`src/rtl/mask_gen_if.sv`:
```
// Handshake bundle between an activation producer, mask_gen and the downstream mask consumer.
// Both sides use valid/ready: a transfer happens on a rising edge where valid && ready; valid never waits on ready.
interface mask_gen_if #(
  parameter int C = 6
);
  localparam int N  = 32;
  localparam int OW = $clog2(C + 1);

  logic                        in_valid;
  logic                        in_ready;
  logic [N-1:0]                in_data;
  logic [N-2:0]                thr;
  logic                        out_valid;
  logic                        out_ready;
  logic [0:0][0:C-1][N-1:0]    m;
  logic [OW-1:0]               ones;
  logic                        fsm_state;

  modport master (
    output in_valid, in_data, thr, out_ready,
    input  in_ready, out_valid, m, ones, fsm_state
  );

  modport slave (
    input  in_valid, in_data, thr, out_ready,
    output in_ready, out_valid, m, ones, fsm_state
  );
endinterface

```
`src/rtl/mask_gen.sv`:
```
// Collects C sign/threshold decisions into a one-row fixed-point mask vector
// and holds it until downstream accepts it.
module mask_gen #(
  parameter int C = 6,
  parameter int F = 17
) (
  input  logic        clk,
  input  logic        rst,
  mask_gen_if.slave   bus
);
  localparam int N  = 32;
  localparam int IW = (C > 1) ? $clog2(C) : 1;
  localparam int OW = $clog2(C + 1);

  localparam logic [0:0]    S_FILL = 1'b0;
  localparam logic [0:0]    S_HOLD = 1'b1;
  localparam logic [N-1:0]  ONE    = {{(N-1){1'b0}}, 1'b1} << F;
  localparam logic [IW-1:0] LAST   = IW'(C - 1);

  logic [0:0]    state;
  logic [IW-1:0] idx;
  logic          hit;

  // Strictly greater than thr, positive sign only: +0 and -0 never pass.
  assign hit = !bus.in_data[N-1] && (bus.in_data[N-2:0] > bus.thr);

  assign bus.in_ready  = (state == S_FILL) && !rst;
  assign bus.fsm_state = state[0];

  always_ff @(posedge clk) begin
    if (rst) begin
      state         <= S_FILL;
      idx           <= '0;
      bus.m         <= '0;
      bus.ones      <= '0;
      bus.out_valid <= 1'b0;
    end else begin
      case (state)
        S_FILL: begin
          if (bus.in_valid) begin
            bus.m[0][idx] <= hit ? ONE : '0;
            if (hit) begin
              bus.ones <= bus.ones + OW'(1);
            end
            if (idx == LAST) begin
              state         <= S_HOLD;
              bus.out_valid <= 1'b1;
            end else begin
              idx <= idx + IW'(1);
            end
          end
        end
        S_HOLD: begin
          // Old entries are left in place; each is overwritten as the next vector fills.
          if (bus.out_ready) begin
            state         <= S_FILL;
            idx           <= '0;
            bus.ones      <= '0;
            bus.out_valid <= 1'b0;
          end
        end
        default: begin
          state <= S_FILL;
          idx   <= '0;
        end
      endcase
    end
  end
endmodule

```
`src/flat_wrapper.sv`:
```
// flat-port wrapper written by rule: the top's interface ports become plain ports
module mask_gen_flat 
#(
  parameter int C = 6,
  parameter int F = 17
)
  (clk, rst, bus_in_valid, bus_in_data, bus_thr, bus_out_ready, bus_in_ready, bus_out_valid, bus_m, bus_ones, bus_fsm_state);
  mask_gen_if #(.C(C)) bus_i ();
  input  logic clk;
  input  logic rst;
  input wire logic [$bits(bus_i.in_valid)-1:0] bus_in_valid;
  input wire logic [$bits(bus_i.in_data)-1:0] bus_in_data;
  input wire logic [$bits(bus_i.thr)-1:0] bus_thr;
  input wire logic [$bits(bus_i.out_ready)-1:0] bus_out_ready;
  output wire logic [$bits(bus_i.in_ready)-1:0] bus_in_ready;
  output wire logic [$bits(bus_i.out_valid)-1:0] bus_out_valid;
  output wire logic [$bits(bus_i.m)-1:0] bus_m;
  output wire logic [$bits(bus_i.ones)-1:0] bus_ones;
  output wire logic [$bits(bus_i.fsm_state)-1:0] bus_fsm_state;
  assign bus_i.in_valid = bus_in_valid;
  assign bus_i.in_data = bus_in_data;
  assign bus_i.thr = bus_thr;
  assign bus_i.out_ready = bus_out_ready;
  assign bus_in_ready = bus_i.in_ready;
  assign bus_out_valid = bus_i.out_valid;
  assign bus_m = bus_i.m;
  assign bus_ones = bus_i.ones;
  assign bus_fsm_state = bus_i.fsm_state;
  mask_gen #(.C(C), .F(F)) u_core (.clk(clk), .rst(rst), .bus(bus_i));
endmodule
```
`config.mk`:
```
export PLATFORM = sky130hd
export DESIGN_NAME = mask_gen_flat
export DESIGN_NICKNAME = d
export VERILOG_FILES = /design/src/rtl/mask_gen_if.sv /design/src/rtl/mask_gen.sv /design/src/flat_wrapper.sv
export SDC_FILE = /design/constraint.sdc
export NUM_CORES = 1
export LEC_CHECK = 0
export BUFFER_PORTS_ARGS = -buffer_cell sky130_fd_sc_hd__buf_2
export CORE_AREA = 2 2 104 106
export DETAILED_ROUTE_END_ITERATION = 7
export DIE_AREA = 0 0 106 108
export HOLD_SLACK_MARGIN = 0.08
export PLACE_DENSITY = 0.67
export SYNTH_ARGS = -nofsm -noshare
export SYNTH_HDL_FRONTEND = slang
export SYNTH_SLANG_ARGS = --single-unit
```
`constraint.sdc`:
```
create_clock -name clk -period 2.7 [get_ports clk]
set_input_delay 0.54 -clock clk [delete_from_list [all_inputs] [get_ports clk]]
set_output_delay 0.54 -clock clk [all_outputs]
set_load 0.1 [all_outputs]
```
== Word level (Yosys, flattened, before mapping) ==
Cells that the tools add are included.
Word-level totals
  flip-flop bits (word level): 200
  input bits: 67
  output and inout bits: 198
  word-level logic and storage cells: 51
Operators by class
  $add $sub $neg: 2
  $lt $le $gt $ge: 3
  eq/ne operators: 6
  muxes and demuxes: 19
  bitwise logic cells: 2
  reduce and logical (&&, ||, !) cells: 9
Operators with widths (number)
  $bwmux 192: 1
  $demux 32 s3: 1
  $mux 32: 1
  $gt 31x31->1: 1
  $mux 18: 1
  $mux 3: 5
  $pmux 3 s2: 2
  $reduce_and 3->1: 3
  $ne 2x2->1 const B: 4
  $add 3x1->3 const B: 2
  $mux 1: 6
  $ge 4x4->1 const B: 1
  $lt 4x1->1 const B: 1
  $not 3->4: 1
  $pmux 1 s2: 2
  $eq 3x3->1 const B: 1
  $logic_and 1x1->1: 3
  $logic_not 1->1: 2
  $ne 2x1->1 const B: 1
  $reduce_and 2->1: 1
  $not 1->1: 1

== Longest topological paths before layout ==
  depth in word-level cells: 6
  depth in mapped cells: 8
  depth with buffers taken out: 8

== Worst setup path before layout ==
No wires, ideal clock.
  path type: register -> output
  start point: register u_core.state, in the netlist u_core.bus.fsm_state
  end point: output port bus_in_ready
  arrival time: 2.260 ns
  required time: 2.160 ns
  path slack: -0.100 ns
  cell stages (with the launch flop): 3
  buffers on the path: 1
  cell sequence: dfxtp_1 clkbuf_1 nor2_1
Between the ends
  longest elaborated chain between the ends: 2
Ends and longest elaborated chain
  from (decl): RTL line mask_gen.sv:20  | logic [0:0] state;
  from (signal assigned): RTL line mask_gen.sv:32  | state <= S_FILL;
  from (signal assigned): RTL line mask_gen.sv:46  | state <= S_HOLD;
  from (signal assigned): RTL line mask_gen.sv:56  | state <= S_FILL;
  $not 1->1 (no line)
  $logic_and 1x1->1: RTL line mask_gen.sv:27  | assign bus.in_ready = (state == S_FILL) && !rst;
  to (decl): RTL line flat_wrapper.sv:15  | output wire logic [$bits(bus_i.in_ready)-1:0] bus_in_ready;
Every way passes these cells.

== Worst setup path after layout ==
  start point: input port bus_in_data[10]
  end point: register u_core.bus.m[17] (netlist name)
Between the ends
  longest elaborated chain between the ends: 4
Ends and longest elaborated chain
  from (decl): RTL line flat_wrapper.sv:12  | input wire logic [$bits(bus_i.in_data)-1:0] bus_in_data;
  $gt 31x31->1: RTL line mask_gen.sv:25  | assign hit = !bus.in_data[N-1] && (bus.in_data[N-2:0] > bus.thr);
  $logic_and 1x1->1: RTL line mask_gen.sv:25
  $mux 18: RTL line mask_gen.sv:41  | bus.m[0][idx] <= hit ? ONE : '0;
  $bwmux 192: RTL line mask_gen.sv:41
Every way passes these cells.
A chain may end at the register's enable or synchronous reset.

==> flow_summary.json <==
{
  "outcome": "complete, no violations",
  "leakagePower_nw": 1.73,
  "antenna_found_initial": 1,
  "postCtsSetupBuffers": 0,
  "num_antenna_cells": 0,
  "final_layout_size_suffix_gt1_frac": 0.220,
  "fin_crit_ps": 2140,
  "dr.first_iter.drc_count": 33,
  "crit_family": "compound AO/OA/AOI/OAI gates",
  "ant_nets": 0,
  "cp_max_fo": 6,
  "final_nets": 556,
  "cp_slowest_cell": "a2111oi_4",
  "worstSkewPairLatency_ps": 240,
  "vias_per_cell": 3.36,
  "synth-seq-cells": 14,
  "hpwl_mm": 4.64,
  "firstDrtPassIters": 4,
  "crit_arrival_ps": 2300,
  "start_util": 0.286,
  "wl_per_cell_um": 8.37,
  "p_per_area_nw_per_um2": 632,
  "root_buffer": "clkbuf_8",
  "worstReg2RegStart": "u_core.bus.fsm_state",
  "ir_worst_vdd_uv": 269,
  "synth_top_cell_by_area": "buf_4",
  "synth_top_area_frac": 0.478,
  "chipWidth_um": 106,
  "fin_tns_setup_ps": 0,
  "grt_overflow": 0,
  "cp-startpoint": "bus_in_data[10]",
  "min_from": "u_core.bus.out_valid",
  "drc": 0,
  "rsz0062_at_grt": "no",
  "max_freq_ghz": 0.468,
  "final.setup_skew_ps": 2.67,
  "cp_num_buf_inv": 2,
  "postCtsHoldBufs": 0,
  "slew_viol_final": 0,
  "grt_max_degree": 14,
  "gp_congestion": 0.733,
  "grt_pass1_wl_mm": 7.25,
  "async_flop_share": 0,
  "synth_flop_cell": "dfxtp_1",
  "worstSetupEndpointType": "register",
  "crit_path_start_kind": "input port",
  "cts.repair.resized": 0,
  "crit_path_cell_trace": "buf_2 -> ha_1 -> nand2_1 -> o21ai_0 -> a221oi_1 -> buf_4 -> a2111oi_4 -> nor2_4 -> a211oi_2",
  "seq_area_frac_synth": 0.0959,
  "syn_area_um2": 2920,
  "synth_cell_type_count": 41,
  "die_y_um": 108,
  "slowest_delay_ps": 500,
  "h-tree-depth": 1,
  "r2r_setup_slack_ps": 1240,
  "ys_warn_count": 0,
  "boundaryPins": 265,
  "synthCells": 375,
  "path_clk_slew_ps": 60,
  "netlist_top_cells_count": "buf_4 (186), ha_1 (34), inv_1 (33)",
  "grtUsageTotal": 0.0767,
  "cts_tree": "built",
  "grt_pass1_vias": 1560,
  "area_growth_syn_to_layout_pct": -3.00,
  "core_um2": 10200,
  "port_buffers": 78,
  "drt_wl_total_mm": 4.94,
  "yosys-top-cells-area": "buf_4 (48%), ha_1 (15%), dfxtp_1 (9.6%)",
  "setup_viol": 0,
  "required_ps": 2870,
  "hold_ws_ps": 462,
  "hold_violations": 0,
  "clockBufferDepth": 2,
  "clock-sinks": 14,
  "rows": 37,
  "numCtsBuffers": 3,
  "synth_edf_count": 0,
  "min_period_over_period": 0.792,
  "yosysMostFrequentCell": "buf_4",
  "avgSynthCellArea_um2": 7.79,
  "hp-class": "reg2reg",
  "cap_violations": 0,
  "vias": 1982,
  "crit_type": "in2reg",
  "die_area_um2": 11400
}
==> worst register-to-register path, delay by kind of cell, from the launching register on <==
kind	cells	cell delay (ps)
and+or+nand+nor	4	820
AOI/OAI and AO/OA	1	190
DFF	1	390
==> per-stage QoR <==
| stage | util | cell area (um^2) | setup slack [ps] | power (W) | std cells |
|---|---|---|---|---|---|
| final | 0.277 | 2830 | 562 | 0.00179 | 590 |
| after global routing | 0.277 | 2830 | 326 | 0.00186 | 590 |
| after CTS | 0.277 | 2830 | 509 | 0.00180 | 590 |
| after detailed placement | 0.272 | 2780 | 262 | 0.00159 | 586 |
| after global placement | 0.272 | 2780 | 251 | 0.00159 | 586 |
| after floorplan | - | 3620 | 377 | 0.00171 | 560 |
==> state kept, by name, indices dropped and copies added, names as in the netlist <==
signal and cells:
u_core.bus.out_valid 1, u_core.idx 3, u_core.bus.ones 3, u_core.bus.fsm_state 1, u_core.bus.m 6
==> final timing paths <==
| kind | endpoint | cells after the start |
|---|---|---|
| max | u_core.bus.m[17] | 9 |
| min | u_core.bus.out_valid | 2 |
| max reg2reg | u_core.bus.m[145] | 5 |
| min reg2reg | u_core.bus.out_valid | 2 |
==> power by group <==
| group | switching (W) | internal, W |
|---|---|---|
| Clock | 0.0000740 | 0.000129 |
| Sequential | 0.00000737 | 0.000214 |
| Combinational | 0.00127 | 0.000102 |
==> kinds of logic after synthesis <==
logic type               Yosys count  share of synthesized area
buffers and inverters            222                      0.524
AND/OR/NAND/NOR                   59                      0.108
AO/OA/AOI/OAI                     39                      0.105
adder cells (fa/ha/maj)           34                      0.146
flip-flops                        14                     0.0959
multiplexers                       4                     0.0141
XOR/XNOR                           2                    0.00600
other                              1                    0.00128
==> final cells by class <==
| cell class | count | area, um^2 |
|---|---|---|
| Multi-Input combinational cell | 324 | 1810 |
| Timing Repair Buffer | 79 | 398 |
| Sequential cell | 14 | 280 |
| Tap cell | 136 | 170 |
| Inverter | 33 | 124 |
| Clock buffer | 4 | 55.1 |
| Fill cell | 1165 | 7400 |
==> metal layers <==
layer  GRT usage  wire (um)
met1      0.0990       2010
met2       0.132       2380
met3      0.0217        528
met4     0.00846         17
met5           0          0
==> cell usage in the layout, fill, tap and decap left out, types with 2 or more instances in the layout <==
cell      count
inv_1        33
a21oi_1      15
buf_2        78
a221oi_1      2
nor2_1       14
dfxtp_1      14
nand3_1       6
mux2i_1       3
nand2_1      18
clkbuf_8      4
a211oi_2      6
nand4_2       3
ha_1         34
nor4_1        2
o21ai_0       5
conb_1      186
nand2b_1      2
nor3_1        5
Power figures use the tool's default switching activity.
